[config.mk]
export PLATFORM = sky130hd
export DESIGN_NAME = biquad8_coeff_loader
export DESIGN_NICKNAME = d
export VERILOG_FILES = /design/src/rtl/biquad_pkg.sv /design/src/rtl/biquad8_coeff_bank.sv /design/src/rtl/biquad8_coeff_loader.sv
export SDC_FILE = /design/constraint.sdc
export NUM_CORES = 1
export LEC_CHECK = 0
export CORE_UTILIZATION = 55
export CTS_CLUSTER_DIAMETER = 150
export DETAILED_ROUTE_END_ITERATION = 16
export PLACE_DENSITY = 0.8
export SLEW_MARGIN = 0
export SYNTH_ARGS = -nofsm -noshare
export SYNTH_HDL_FRONTEND = slang
export SYNTH_SLANG_ARGS = --single-unit
[constraint.sdc]
create_clock -name clk -period 2.29 [get_ports clk]
set_clock_uncertainty 0.2 [all_clocks]
set_input_delay 0.229 -clock clk [delete_from_list [all_inputs] [get_ports clk]]
set_output_delay 0.229 -clock clk [all_outputs]
set_load 0.02 [all_outputs]
[src/rtl/biquad_pkg.sv]
// Shared definitions for the biquad coefficient loader.
//   CW             : coefficient width (signed, biquad B-port format)
//   CNT_W          : width of the gap counter (enough for GAP_CYCLES up to 15)
//   GAP_CYCLES_DEF : default idle gap before the update strobe
//   state_e        : loader FSM state encoding
package biquad_pkg;

    localparam int CW             = 18;
    localparam int CNT_W          = 4;
    localparam int GAP_CYCLES_DEF = 2;

    typedef enum logic [1:0] {
        ST_IDLE   = 2'd0,
        ST_LOAD   = 2'd1,
        ST_GAP    = 2'd2,
        ST_UPDATE = 2'd3
    } state_e;

endpackage

[src/rtl/biquad8_coeff_bank.sv]
// Shadow coefficient store: NCOEFF x CW words, synchronous write port and
// asynchronous read port. Writes to addresses >= NCOEFF are dropped silently.
// Entries at or above NCOEFF are never written, so they always read as zero.
//   clk, rst : clock, asynchronous active-high reset (clears every word)
//   wr_en    : write strobe (already qualified by the caller)
//   wr_adr   : write address
//   wr_dat   : write data
//   rd_adr   : read address
//   rd_dat   : read data (combinational)
module biquad8_coeff_bank
    import biquad_pkg::*;
#(
    parameter int NCOEFF = 2,
    parameter int AW     = 1
) (
    input  logic          clk,
    input  logic          rst,
    input  logic          wr_en,
    input  logic [AW-1:0] wr_adr,
    input  logic [CW-1:0] wr_dat,
    input  logic [AW-1:0] rd_adr,
    output logic [CW-1:0] rd_dat
);

    localparam int          DEPTH    = 1 << AW;
    localparam logic [AW:0] NCOEFF_W = NCOEFF[AW:0];

    logic [CW-1:0] bank_r [DEPTH];
    logic          wr_hit_s;

    assign wr_hit_s = wr_en && ({1'b0, wr_adr} < NCOEFF_W);

    // Shadow storage: cleared on reset, written on in-range strobes.
    always_ff @(posedge clk or posedge rst) begin
        if (rst) begin
            for (int i = 0; i < DEPTH; i++) begin
                bank_r[i] <= {CW{1'b0}};
            end
        end else if (wr_hit_s) begin
            bank_r[wr_adr] <= wr_dat;
        end
    end

    assign rd_dat = bank_r[rd_adr];

endmodule

[src/rtl/biquad8_coeff_loader.sv]
// Streams a host-written shadow coefficient bank into the biquad serial
// coefficient port (highest index first), idles GAP_CYCLES cycles so the
// B1 cascade settles, then issues one update strobe.
//   clk, rst        : clock, asynchronous active-high reset
//   wr_en_i/adr/dat : host shadow-bank write port (IDLE only)
//   commit_i        : start a load sequence
//   busy_o, done_o  : sequence in progress / single-cycle completion pulse
//   err_o           : sticky, set by a write or commit while busy
//   coeff_dat_o, coeff_wr_o, coeff_update_o : biquad coefficient interface
module biquad8_coeff_loader
    import biquad_pkg::*;
#(
    parameter int NCOEFF     = 2,
    parameter int AW         = 1,
    parameter int GAP_CYCLES = GAP_CYCLES_DEF
) (
    input  logic          clk,
    input  logic          rst,
    input  logic          wr_en_i,
    input  logic [AW-1:0] wr_adr_i,
    input  logic [CW-1:0] wr_dat_i,
    input  logic          commit_i,
    output logic          busy_o,
    output logic          done_o,
    output logic          err_o,
    output logic [CW-1:0] coeff_dat_o,
    output logic          coeff_wr_o,
    output logic          coeff_update_o
);

    localparam int             NCOEFF_M1 = NCOEFF - 1;
    localparam int             GAP_M1    = GAP_CYCLES - 1;
    localparam logic [AW-1:0]  LAST_IDX  = NCOEFF_M1[AW-1:0];
    localparam logic [CNT_W-1:0] GAP_LAST = GAP_M1[CNT_W-1:0];

    state_e           state_r;
    logic [AW-1:0]    idx_r;
    logic [CNT_W-1:0] cnt_r;
    logic             busy_r;
    logic             done_r;
    logic             err_r;
    logic [CW-1:0]    dat_r;
    logic             cwr_r;
    logic             upd_r;

    logic             bank_wr_s;
    logic [AW-1:0]    rd_adr_s;
    logic [CW-1:0]    rd_dat_s;
    logic [CW-1:0]    load_dat_s;

    assign bank_wr_s = wr_en_i && (state_r == ST_IDLE);

    biquad8_coeff_bank #(
        .NCOEFF (NCOEFF),
        .AW     (AW)
    ) u_bank (
        .clk    (clk),
        .rst    (rst),
        .wr_en  (bank_wr_s),
        .wr_adr (wr_adr_i),
        .wr_dat (wr_dat_i),
        .rd_adr (rd_adr_s),
        .rd_dat (rd_dat_s)
    );

    // Read one word ahead so coeff_dat_o can be registered: the top word when
    // starting, otherwise the word below the one being presented.
    always_comb begin
        rd_adr_s = LAST_IDX;
        if (state_r == ST_IDLE) begin
            rd_adr_s = LAST_IDX;
        end else begin
            rd_adr_s = idx_r - AW'(1);
        end
    end

    // A write landing on the same edge as the commit is forwarded, so the
    // first streamed word already carries the new value.
    always_comb begin
        load_dat_s = rd_dat_s;
        if ((state_r == ST_IDLE) && wr_en_i && (wr_adr_i == LAST_IDX)) begin
            load_dat_s = wr_dat_i;
        end else begin
            load_dat_s = rd_dat_s;
        end
    end

    // Sequencer FSM with registered outputs.
    always_ff @(posedge clk or posedge rst) begin
        if (rst) begin
            state_r <= ST_IDLE;
            idx_r   <= {AW{1'b0}};
            cnt_r   <= {CNT_W{1'b0}};
            busy_r  <= 1'b0;
            done_r  <= 1'b0;
            err_r   <= 1'b0;
            dat_r   <= {CW{1'b0}};
            cwr_r   <= 1'b0;
            upd_r   <= 1'b0;
        end else begin
            done_r <= 1'b0;
            upd_r  <= 1'b0;
            if ((state_r != ST_IDLE) && (commit_i || wr_en_i)) begin
                err_r <= 1'b1;
            end
            case (state_r)
                ST_IDLE: begin
                    if (commit_i) begin
                        state_r <= ST_LOAD;
                        idx_r   <= LAST_IDX;
                        err_r   <= 1'b0;
                        busy_r  <= 1'b1;
                        cwr_r   <= 1'b1;
                        dat_r   <= load_dat_s;
                    end
                end
                ST_LOAD: begin
                    if (idx_r == {AW{1'b0}}) begin
                        state_r <= ST_GAP;
                        cnt_r   <= GAP_LAST;
                        cwr_r   <= 1'b0;
                    end else begin
                        idx_r <= idx_r - AW'(1);
                        dat_r <= load_dat_s;
                    end
                end
                ST_GAP: begin
                    if (cnt_r == {CNT_W{1'b0}}) begin
                        state_r <= ST_UPDATE;
                        upd_r   <= 1'b1;
                        done_r  <= 1'b1;
                    end else begin
                        cnt_r <= cnt_r - CNT_W'(1);
                    end
                end
                ST_UPDATE: begin
                    state_r <= ST_IDLE;
                    busy_r  <= 1'b0;
                end
                default: begin
                    state_r <= ST_IDLE;
                    busy_r  <= 1'b0;
                    cwr_r   <= 1'b0;
                end
            endcase
        end
    end

    assign busy_o         = busy_r;
    assign done_o         = done_r;
    assign err_o          = err_r;
    assign coeff_dat_o    = dat_r;
    assign coeff_wr_o     = cwr_r;
    assign coeff_update_o = upd_r;

endmodule

==> qor.yml <==
clock_tree:
  cts.sinks: 65
  clkTransAtPathRegs_ns: 0.07
  cts_tree: "yes"
  cts_buffers: 9
  htreeDepth: 3
  cts_buffer_depth: 2
  cts_resized: 0
  clockRootBuffer: "clkbuf_8"
  clock_latency_ns: 0.34
placed_design:
  numPortBuffers: 45
  dp_hpwl_mm: 5.119
  gp_congestion: 0.8030
  place_area_um2: 3933
  place_inst: 413
routing:
  drc: 1
  dr.pass1.iters: 10
  route.vias.total: 2537
  wl_mm: 7.621
  dr.first_iter.drc_count: 121
  wl_per_cell_um: 17.72
  postRouteAntennaNets: 0
  via_per_inst: 5.900
outcome:
  violations: "DRC"
  status: "complete, but fails checks"
floorplanning:
  row_count: 28
  die_x_um: 80.05
  die_area_um2: 6408
  initial_core_util: 0.5693
  core_area_um2: 5886
  die_h_um: 80.05
  ioPinCount: 46
sta:
  tns_ns: 0
  relSlewSlack: 0.7274
  fin_crit_sh: 0.9196
  rsz0062_at_grt: "no"
  drv_slew: 0
  worstMarginPinSlew_ns: 0.4090
  setup_violations: 0
  fmaxAchievable_mhz: 474.9
  fin_crit_ns: 2.106
  hold_viol: 0
job:
  maxCapViolations: 0
hold_path:
  hold_end: "u_bank.bank_r[35]$_DFFE_PP0P_"
  holdPathStages: 3
  hp-class: "in2reg"
  min_from: "wr_dat_i[17]"
critical_path:
  arrival_ns: 2.13
  r2r_cells: 6
  endpoint_kind: "flip-flop"
  reg2reg_slack_ns: 0.18
  timing.rr.end: "coeff_dat_o[17]$_DFFE_PP0P_"
  path_class: "reg2reg"
  cp-start-kind: "flip-flop"
  r2r-start: "state_r[0]$_DFFE_PP0P_"
  crit_fanout: 15
  worstPathRequired_ns: 2.32
pwr:
  p_switching_uw: 2341
  pwr-share-clk: 0.155
  switching_share: 0.3913
  combPwrFrac: 0.496
  seqPwrFrac: 0.349
  p_leak_uw: 0.001799
  pwr_density_cell_nw_per_um2: 1447
  ir_worst_vdd_mv: 0.8634
  p_int_uw: 3642
final_layout:
  area_growth_pct: 23.41
  layout-drive-gt1-share: 0.1915
  fin_nets: 380
  n_fill_cell: 440
  antenna_cells: 0
  stdcell_count: 430
  design_area_um2: 4135
logic_synthesis:
  synth_cell_type_count: 44
  syn-num-nets: 326
  synth_area_um2: 3351
  synthFlopType: "dfrtp_1"
  async_flop_share: 1.000
  seq_area_frac_synth: 0.4854
  synth_cells: 296
  syn_area_per_cell_um2: 11.32
  ys_seq_elements: 65
  synth_edf_count: 0
  ys_warn_count: 0
global_routing:
  antenna_found_initial: 0
  grt_pass1_wl_mm: 12.76
  grt_max_degree: 52
  globalRouteOverflowTotal: 0
  grtUsageTotal: 0.2677
  grt_pass1_vias: 2612
timing repair:
action	CTS	global route
setup buffers	0	0
hold buffers	1	0
hold endpoints to repair	14	0
logic make-up (layout without fill, tap and decap cells):
kind of cell    count (synthesis)  after routing  synth area share
compound gates                 92             92            0.2058
simple gates                   57             57            0.1031
buf+inv                        38             97           0.05526
fa+ha+maj                       7              7           0.02614
flops                          65             65            0.4854
mux                            37             37            0.1243
cell type report:
cell class | instances | area [um2] | area share
Sequential cell | 65 | 1627 | 0.3933
Multi-Input combinational cell | 193 | 1539 | 0.3722
Timing Repair Buffer | 67 | 630.6 | 0.1525
Clock buffer | 14 | 182.7 | 0.04418
Tap cell | 75 | 93.84 | 0.02269
Inverter | 14 | 52.55 | 0.01271
Clock inverter | 2 | 10.01 | 0.002421
cells in the final DEF, fill, tap and decap left out, types with 2 or more instances in the layout:
master / n
o21bai_1: 2
dfrtp_1: 65
nor4_1: 2
mux2_2: 17
clkdlybuf4s50_1: 45
nand2b_1: 3
ha_1: 7
o21ai_1: 2
buf_4: 20
a211oi_1: 32
nor2b_1: 18
o22ai_1: 3
mux2_1: 17
mux2i_1: 2
o31ai_2: 10
inv_1: 12
inv_2: 2
clkinv_2: 2
a22oi_1: 2
o31ai_1: 6
nand2_1: 6
and3_1: 18
o21ai_0: 23
clkbuf_8: 13
o2bb2ai_1: 2
o31a_1: 2
nor2_1: 2
routing by layer:
metal / vias to the layer above / track usage / part of all wire
met5: - / 0 / 0
met2: 59 / 0.4453 / 0.51
met1: 1270 / 0.3336 / 0.43
li1: 1194 / - / -
met3: 14 / 0.05341 / 0.032
met4: 0 / 0.1286 / 0.021
metrics by stage:
stage,hold WS (ns),util,setup WS [ns],power (uW)
floorplan,0.1376,-,0.2345,4090
global placement,0.2587,0.6682,0.2895,4905
detailed placement,0.2688,0.6682,0.2120,5036
CTS,0.2694,0.7026,0.1821,6010
global route,0.2896,0.7026,0.07062,6402
finish,0.2781,0.7026,0.1841,5983
worst max path at each step:
stage	end	startpoint	cells past startpoint	slack [ns]
after floorplan	busy_o$_DFFE_PP0P_	rst	1	0.23
after global placement	state_r[1]$_DFFE_PP0P_	cnt_r[0]$_DFFE_PP0P_	5	0.29
after detailed placement	coeff_dat_o[0]$_DFFE_PP0P_	state_r[0]$_DFFE_PP0P_	6	0.21
after CTS	coeff_dat_o[0]$_DFFE_PP0P_	state_r[0]$_DFFE_PP0P_	6	0.18
after global routing	coeff_dat_o[0]$_DFFE_PP0P_	state_r[1]$_DFFE_PP0P_	6	0.07
final	coeff_dat_o[17]$_DFFE_PP0P_	state_r[0]$_DFFE_PP0P_	6	0.18
cell usage after synthesis (2+ instances only):
cell / n / area, um2
nor2b_1: 18 / 112.6
buf_6: 3 / 33.78
ha_1: 7 / 87.58
mux2i_1: 2 / 20.02
a22oi_1: 2 / 15.01
o31a_1: 2 / 17.52
inv_1: 13 / 48.80
buf_2: 10 / 50.05
o2bb2ai_1: 2 / 17.52
o31ai_2: 10 / 125.1
o22ai_1: 3 / 18.77
o21ai_0: 23 / 115.1
mux2_1: 17 / 191.4
o31ai_1: 6 / 45.04
clkbuf_1: 9 / 33.78
mux2_2: 17 / 191.4
buf_4: 2 / 15.01
nand2_1: 6 / 22.52
o21ai_1: 2 / 10.01
and3_1: 18 / 112.6
nor2_1: 2 / 7.510
nand2b_1: 3 / 18.77
a211oi_1: 32 / 240.2
nor4_1: 2 / 12.51
dfrtp_1: 65 / 1627
o21bai_1: 2 / 15.01
sequential cells by signal, indices dropped and copies added, names as in the netlist:
| name | flops |
|---|---|
| u_bank.bank_r | 36 |
| idx_r | 1 |
| state_r | 2 |
| coeff_update_o | 1 |
| coeff_dat_o | 18 |
| busy_o | 1 |
| err_o | 1 |
| cnt_r | 4 |
| coeff_wr_o | 1 |
critical path: stages (launching register included):
cell and delay (ns):
dfrtp_1 0.41, inv_1 0.12, ha_1 0.42, nand3_1 0.16
buf_4 0.23, and3_1 0.18, o31a_1 0.27
power groups by stage:
stage / Clock [uW] / Combinational, uW / Sequential [uW]
6_report: 928 / 2970 / 2090
5_1_grt: 1000 / 3250 / 2150
4_1_cts: 952 / 2980 / 2080
3_5_place_dp: 0 / 2940 / 2100
3_3_place_gp: 0 / 2840 / 2060
2_1_floorplan: 0 / 1890 / 2200
Note: power is estimated with default switching activity, not from simulation.
